### config.mk
export PLATFORM = sky130hd
export DESIGN_NAME = piso_serializer_handshake
export DESIGN_NICKNAME = d
export VERILOG_FILES = /design/src/rtl/piso_serializer_handshake.sv
export SDC_FILE = /design/constraint.sdc
export NUM_CORES = 1
export LEC_CHECK = 0
export BUFFER_PORTS_ARGS = -buffer_cell sky130_fd_sc_hd__buf_2
export CORE_AREA = 2 2 53 55
export CTS_CLUSTER_SIZE = 8
export DETAILED_ROUTE_END_ITERATION = 6
export DIE_AREA = 0 0 55 57
export GPL_TIMING_DRIVEN = 0
export PLACE_DENSITY = 0.55
export SLEW_MARGIN = 5
export SYNTH_ARGS = -nofsm -noshare
export SYNTH_HDL_FRONTEND = slang
export SYNTH_SLANG_ARGS = --single-unit
### constraint.sdc
create_clock -name C -period 2.8 [get_ports C]
set_input_delay 0.28 -clock C [delete_from_list [all_inputs] [get_ports C]]
set_output_delay 0.28 -clock C [all_outputs]
set_load 0.01 [all_outputs]
### src/rtl/piso_serializer_handshake.sv
// piso_serializer_handshake: valid/ready parallel-in, MSB-first serial-out with zero-gap word streaming
module piso_serializer_handshake #(
  parameter int   WIDTH      = 8,
  parameter logic IDLE_LEVEL = 1'b1
) (
  input  logic             C,
  input  logic             CLR,
  input  logic [WIDTH-1:0] D,
  input  logic             LOAD_VALID,
  output logic             LOAD_READY,
  input  logic             CE,
  output logic             SO,
  output logic             SO_VALID,
  output logic             BUSY,
  output logic             DONE
);
  localparam int CW = $clog2(WIDTH);
  typedef enum logic {IDLE, SHIFT} state_t;
  state_t state, state_n;
  logic [WIDTH-1:0] shreg, shreg_n;
  logic [CW-1:0] cnt, cnt_n;
  logic done_n;
  always_ff @(posedge C or negedge CLR)
    if (!CLR) begin
      state <= IDLE;
      shreg <= {WIDTH{IDLE_LEVEL}};
      cnt   <= '0;
      DONE  <= 1'b0;
    end else begin
      state <= state_n;
      shreg <= shreg_n;
      cnt   <= cnt_n;
      DONE  <= done_n;
    end
  // ready on the last-bit edge lets the next word follow with no idle cycle
  assign LOAD_READY = CLR & ((state == IDLE) | (cnt == '0 & CE));
  assign SO         = (state == SHIFT) ? shreg[WIDTH-1] : IDLE_LEVEL;
  assign SO_VALID   = state == SHIFT;
  assign BUSY       = state == SHIFT;
  always_comb begin
    state_n = state;
    shreg_n = shreg;
    cnt_n   = cnt;
    done_n  = 1'b0;
    if (state == IDLE) begin
      if (LOAD_VALID) begin
        state_n = SHIFT;
        shreg_n = D;
        cnt_n   = CW'(WIDTH - 1);
      end
    end else if (CE) begin
      if (cnt != '0) begin
        shreg_n = {shreg[WIDTH-2:0], IDLE_LEVEL};
        cnt_n   = cnt - 1'b1;
      end else begin
        done_n = 1'b1;
        if (LOAD_VALID) begin
          shreg_n = D;
          cnt_n   = CW'(WIDTH - 1);
        end else begin
          state_n = IDLE;
          shreg_n = {WIDTH{IDLE_LEVEL}};
        end
      end
    end
  end
endmodule

==> results of run 1 <==
[synthesized netlist by cell type, types with 2 or more instances]
cell       n  area [um2]
o21ai_1    2       10.01
ha_1       2       25.02
nand2_1   11       41.29
a21oi_1   10       50.05
buf_2      4       20.02
a211oi_1   2       15.01
nor2b_1    2       12.51
dfrtp_1    5       125.1
o21ai_0    3       15.01
nand2b_1   3       18.77
inv_1      3       11.26
dfstp_2    8       210.2
buf_6      2       22.52
nor3b_1    7       52.55
o31ai_1    6       45.04
[worst paths after layout]
path / end / slack [ps]
setup / recovery: LOAD_READY / 880
hold / removal: shreg[0] / 250
setup reg to reg: shreg[2] / 1280
hold reg to reg: shreg[0] / 470
max in group asynchronous: shreg[6] / 2100
min in group asynchronous: cnt[2] / 410
[area by class of cell]
class / count / area [um2] / share of cell area
Sequential cell: 13 / 335.3 / 0.3656
Tap cell: 31 / 38.79 / 0.04229
Timing Repair Buffer: 16 / 85.08 / 0.09277
Clock buffer: 4 / 26.28 / 0.02865
Inverter: 3 / 11.26 / 0.01228
Buffer: 7 / 50.05 / 0.05457
Multi-Input combinational cell: 57 / 370.4 / 0.4038
[kinds of logic after synthesis]
group	count (synthesis)
mux	1
compound gates	26
buf+inv	10
fa+ha+maj	2
flops	13
simple gates	28
[worst reg2reg max path, delay by kind of cell, from the launching register on]
kind	cells	cell delay, ps
simple gates	2	210
flops	1	420
fa+ha+maj	1	230
buf+inv	2	320
compound gates	1	240
[routing by layer]
layer | GRT usage | part of all wire | vias to the layer above
li1 | - | - | 323
met1 | 0.1767 | 0.49 | 285
met2 | 0.1888 | 0.46 | 16
met3 | 0.02356 | 0.035 | 3
met4 | 0.05226 | 0.015 | 0
met5 | 0 | 0 | -
[flip-flops by register name (all words and copies together) (netlist names)]
register  count
DONE          1
BUSY          1
cnt           3
shreg         8
[power by group through the flow]
stage	clock network, uW	logic, uW	registers, uW
2_1_floorplan	0	232	335
3_3_place_gp	0	293	340
3_5_place_dp	0	304	345
4_1_cts	123	306	342
5_1_grt	136	348	355
6_report	120	298	341
[metrics by stage]
stage,hold WS [ps],total power (uW),util
2_1_floorplan,-15.59,567.2,-
4_1_cts,254.6,770.1,0.3507
3_5_place_dp,197.5,649.1,0.3368
3_3_place_gp,196.6,633.3,0.3368
5_1_grt,244.5,839.2,0.3507
6_report,251.9,759.4,0.3507
==> results by group, run 1 <==
Detailed routing
  – Antenna viol nets, final: 0
  – First DRT Iteration DRCs: 6
  – Via-to-Cell Ratio: 4.786
  – Pre-antenna DRT Iters: 2
  – WL final: roughly 1600 um
  – WL/cell: 12.03 um
  – Vias: 627
  – DRC: 0

Global routing
  – Largest net degree at the start of global routing: 15
  – Overall Global Routing Usage: 0.1261
  – Initial antenna violation count: 0
  – Gr ovfl total: 0
  – Vias in the first global route: 646
  – First-pass GRT wire length: about 2900 um

Cells and area
  – Non-filler cells, final: 131
  – Post-route design area: around 900 um2
  – Area delta synth->final: 19.58%
  – Fillers: 298
  – Final net count: 115
  – Layout cells sized above 1: 0.3700
  – Final antenna diode count: 0
  – Most frequent cells in the layout: 19 x buf_2, 11 x nand2_1, 10 x a21oi_1
  – Most common cell after layout, fill and taps aside: buf_2

Placed design
  – DP HPWL: 1204 um
  – # placed instances: 126
  – Port Buffer Count: 15
  – Gpl congestion: just under 0.7
  – Post-DP Area: 880.8 um2
  – Place WS: 1175 ps

Floorplanning
  – Width of the die: 55 um
  – Die Y: 57 um
  – IO Pins: 17
  – Total core area: 2615 um2
  – Initial cell density of the core: 0.2933
  – Die area: 3135 um2
  – Row cnt: 19

Synth
  – Asr flop ratio synth: 1.000
  – XOR/XNOR share of the synthesized area: 0
  – Post-synthesis mux area share: 0.02936
  – Seq cells post-synth: 13
  – Mapped cell area: 767.0 um2
  – Post-Synth Adder-Cell Area: 0.03263
  – Number of synthesized flops with an enable pin: 0
  – Synth Flop Type: dfstp_2
  – Compound-Gate Fraction of Synth Area: 0.2121
  – Syn nets: 94
  – Main combinational cell family by area after synthesis: compound AO/OA/AOI/OAI gates
  – Simple-gate area share of the yosys netlist: 0.2088
  – Synth cell types: 25
  – Avg Inst Size Synth: 9.587 um2
  – Post-Syn Instances: 80
  – Synth Warn #: 0
  – Seq/Total Area, Yosys: 0.4372

Critical path
  – Delay-heaviest family, CP: flip-flops
  – CP Max Fanout: 5
  – Critical Path RT: roughly 2500 ps
  – Worst path cell trace: inv_1, ha_1, nand2b_1, o21ai_0, and2_1, buf_2
  – Slowest cell on crit path: dfrtp_1
  – Kind of start point of the critical path: register
  – Buf/Inv on CP: 2
  – Crit path DAT: between 1500 and 2000 ps
  – Reg2Reg Depth: 6
  – Worst setup EP type: output pin
  – Setup crit start: cnt[0]
  – Max incr delay on CP: 420 ps
  – Kind of critical path: register to output pin
  – R2r startpoint: cnt[0]
  – Critical path depth: 6

Timing
  – Slew HR: 0.8060
  – Worst setup margin: 879.7 ps
  – Final Max Slew Viols: 0
  – Final Cycle Share: 0.6858
  – Slew at the pin closest to its max-slew limit: between 200 and 300 ps
  – Final setup viols: 0
  – Hold violation count in the final report: 0
  – Total negative slack: 0 ps
  – Fin crit period: 1920 ps
  – Peak Freq: 0.5208 GHz
  – Unrepaired setup endpoints after global routing: no
  – Clock Skews: 4.683 ps

Clock network
  – H-tree depth: 1
  – Clock Path Buffers: 2
  – Post-CTS setup buffers: 0
  – CTS Buf Count: 3
  – Worst-path clk slew: about 80 ps
  – Post_cts resized: 0
  – Hold Buf Count CTS: 1
  – TritonCTS clock tree: yes
  – Clock latency at the later pin of the worst-skew pair: 280 ps
  – Cell chosen for the clock root: clkbuf_4
  – CTS sink count: 13

Job
  – Max-cap violation count: 0

Power and ir drop
  – Part of the power in registers: 0.450
  – Net Sw Power: 263.2 uW
  – LEAKAGE: around 0.0004 uW
  – Gate power share: 0.393
  – Clk pwr share: 0.158
  – Pwr Density: 828.1 nW/um2
  – Switching part of the total: 0.3466
  – Peak supply drop: 368.3 uV
  – Int Power: 496.2 uW

Worst hold path
  – Hold Path Class: primary input to register
  – Worst Hold Path Cells: 3
  – Min-delay src: D[0]

Outcome
  – Status: completed
Power figures use the tool's default switching activity.
==> run 2: changes to the inputs <==
--- a/config.mk
+++ b/config.mk
@@ -11,7 +11,7 @@
 export DETAILED_ROUTE_END_ITERATION = 6
 export DIE_AREA = 0 0 55 57
 export GPL_TIMING_DRIVEN = 0
-export PLACE_DENSITY = 0.55
+export PLACE_DENSITY = 0.57
 export SLEW_MARGIN = 5
 export SYNTH_ARGS = -nofsm -noshare
 export SYNTH_HDL_FRONTEND = slang
==> constraint.sdc (replaced) <==
create_clock -name C -period 1.6 [get_ports C]
set_input_delay 0.16 -clock C [delete_from_list [all_inputs] [get_ports C]]
set_output_delay 0.16 -clock C [all_outputs]
set_load 0.01 [all_outputs]
==> run 2 against run 1 <==
Worst setup slack worse by 840 ps. Register-to-register slack got worse by 1200 ps. First-iteration DRC count down 17%. Cell area up 5.6%. Core utilization increased by 2.0 points. Sequential cell count stayed put. Critical path depth unchanged. Sequential share of layout area down 1.9 points. Global-route usage grew 0.26 points. Via count grew 6.1%. Wire length increased by 11%. Clock skew is 1.1 ps lower. Critical endpoint unchanged. Largest power group is now combinational cells.
==> results by group, run 2 (synthesized netlist as in run 1, its figures left out) <==
Outcome
  – Status: completed

Timing
  – Final setup viols: 0
  – Clock Skews: 3.616 ps
  – Hold WS: 135.1 ps
  – Final Max Slew Viols: 0
  – Unrepaired setup endpoints after global routing: yes
  – Hold violation count in the final report: 0
  – Slew at the pin closest to its max-slew limit: 287.4 ps
  – Final Cycle Share: 0.9753
  – Peak Freq: ~0.64 GHz
  – Fin crit period: 1560 ps
  – Worst setup margin: 39.52 ps
  – Slew HR: 0.8043

Cells and area
  – Non-filler cells, final: 134
  – Final net count: 118
  – Fillers: 283
  – Reg with most FFs: shreg
  – Most frequent cells in the layout: 17 x buf_2, 11 x nand2_1, 10 x a21oi_1
  – Most common cell after layout, fill and taps aside: buf_2
  – Layout cells sized above 1: 0.4369
  – Final antenna diode count: 0
  – Area delta synth->final: 26.26%
  – Max reg flops: 8
  – Post-route design area: 968.4 um2
  – Top flop regs: shreg: 8 flops, cnt: 3 flops

Global routing
  – Overall Global Routing Usage: 0.1287
  – Gr ovfl total: 0
  – First-pass GRT wire length: 2898 um
  – Initial antenna violation count: 0
  – Vias in the first global route: 615
  – Largest net degree at the start of global routing: 15

Detailed routing
  – First DRT Iteration DRCs: 5
  – Pre-antenna DRT Iters: 4
  – Vias: 665
  – DRC: 0
  – Antenna viol nets, final: 0
  – Via-to-Cell Ratio: 4.963
  – WL/cell: 13.05 um
  – WL final: 1749 um

Critical path
  – Crit path DAT: 1400 ps
  – Max incr delay on CP: 410 ps
  – Worst path cell trace: inv_2, ha_4, nand2b_4, o21ai_2, and2_1, buf_2
  – Reg2Reg Depth: 7
  – Kind of critical path: register to output pin
  – Kind of start point of the critical path: register
  – CP Max Fanout: 3
  – Slowest cell on crit path: dfrtp_1
  – Critical Path RT: between 1000 and 1500 ps
  – Worst setup EP type: output pin

Placed design
  – Port Buffer Count: 15
  – DP HPWL: 1129 um
  – Post-DP Area: 880.8 um2
  – # placed instances: ~130
  – Gpl congestion: 0.6996
  – Place WS: 83.76 ps

Clock network
  – Cell chosen for the clock root: clkbuf_4
  – Clock Path Buffers: 2
  – Clock latency at the later pin of the worst-skew pair: between 200 and 300 ps
  – H-tree depth: 1
  – Worst-path clk slew: 80 ps
  – TritonCTS clock tree: yes
  – CTS Buf Count: 3
  – CTS sink count: 13

Power and ir drop
  – LEAKAGE: 0.0004191 uW
  – Tot Pwr: 1451 uW
  – Peak supply drop: 774.4 uV
  – Pwr Density: 1499 nW/um2

Floorplanning
  – Width of the die: between 50 and 60 um
  – Die area: 3135 um2
  – Total core area: 2615 um2
  – Row cnt: 19
  – Initial cell density of the core: 0.2933
  – IO Pins: 17
  – Die Y: 57 um

Worst hold path
  – Hold Path Class: primary input to register
  – Worst Hold Path Cells: 3

Job
  – Max-cap violation count: 0
==> run 2: cell count changes in the layout (fill, tap and decap cells not counted), moves of 2 or more <==
cell,before,now
clkbuf_4,3,5
buf_4,1,4
buf_2,19,17
inv_1,3,1
inv_2,0,2
==> run 2: where the power goes <==
group          total (uW)  internal (uW)  switching [uW]
Combinational         639            328             311
Clock                 217           96.9             120
Sequential            596            517            78.5
Total                1450            942             510
==> run 2: worst paths after layout <==
path	slack, ps	end	start
setup / recovery	40	LOAD_READY	cnt[1]
hold / removal	140	shreg[0]	D[0]
setup reg to reg	130	shreg[4]	cnt[1]
hold reg to reg	470	shreg[0]	shreg[0]
max in group asynchronous	1010	shreg[0]	CLR
min in group asynchronous	300	BUSY	CLR
==> run 2: final cells by class <==
type	instances	area, um2	area share
multi-input combinational	57	394.1	0.4070
timing repair buffer	19	107.6	0.1111
inverter	3	11.26	0.01163
clock buffer	4	26.28	0.02713
buffer	7	55.05	0.05685
sequential	13	335.3	0.3463
tap	31	38.79	0.04005
==> run 2: per-layer routing <==
metal  track usage  vias up  wire length, um
li1              -      329                -
met1        0.1850      315              790
met2        0.1837       17              863
met3       0.02356        4               66
met4       0.06272        0               29
met5             0        -                0
==> run 2: through the flow <==
| step | TNS [ps] | utilization |
|---|---|---|
| global route | -49.32 | 0.3703 |
| finish | 0 | 0.3703 |
| detailed placement | 0 | 0.3368 |
| global placement | 0 | 0.3368 |
| CTS | 0 | 0.3627 |
| floorplan | 0 | - |
==> run 2: critical path, delay by kind of cell (launching register included) <==
family,cells,cell delay [ps]
flip-flops,1,410
adder cells (fa/ha/maj),1,160
buffers and inverters,2,210
AO/OA/AOI/OAI,1,150
AND/OR/NAND/NOR,2,190
==> run 2: what timing repair did <==
action,CTS,global route
endpoints found under the hold margin,5,0
setup endpoints to repair,1,1
hold buffers,1,0
gates resized for setup,7,2
cloned,0,0
buffers inserted,1,2
pin swaps,0,2
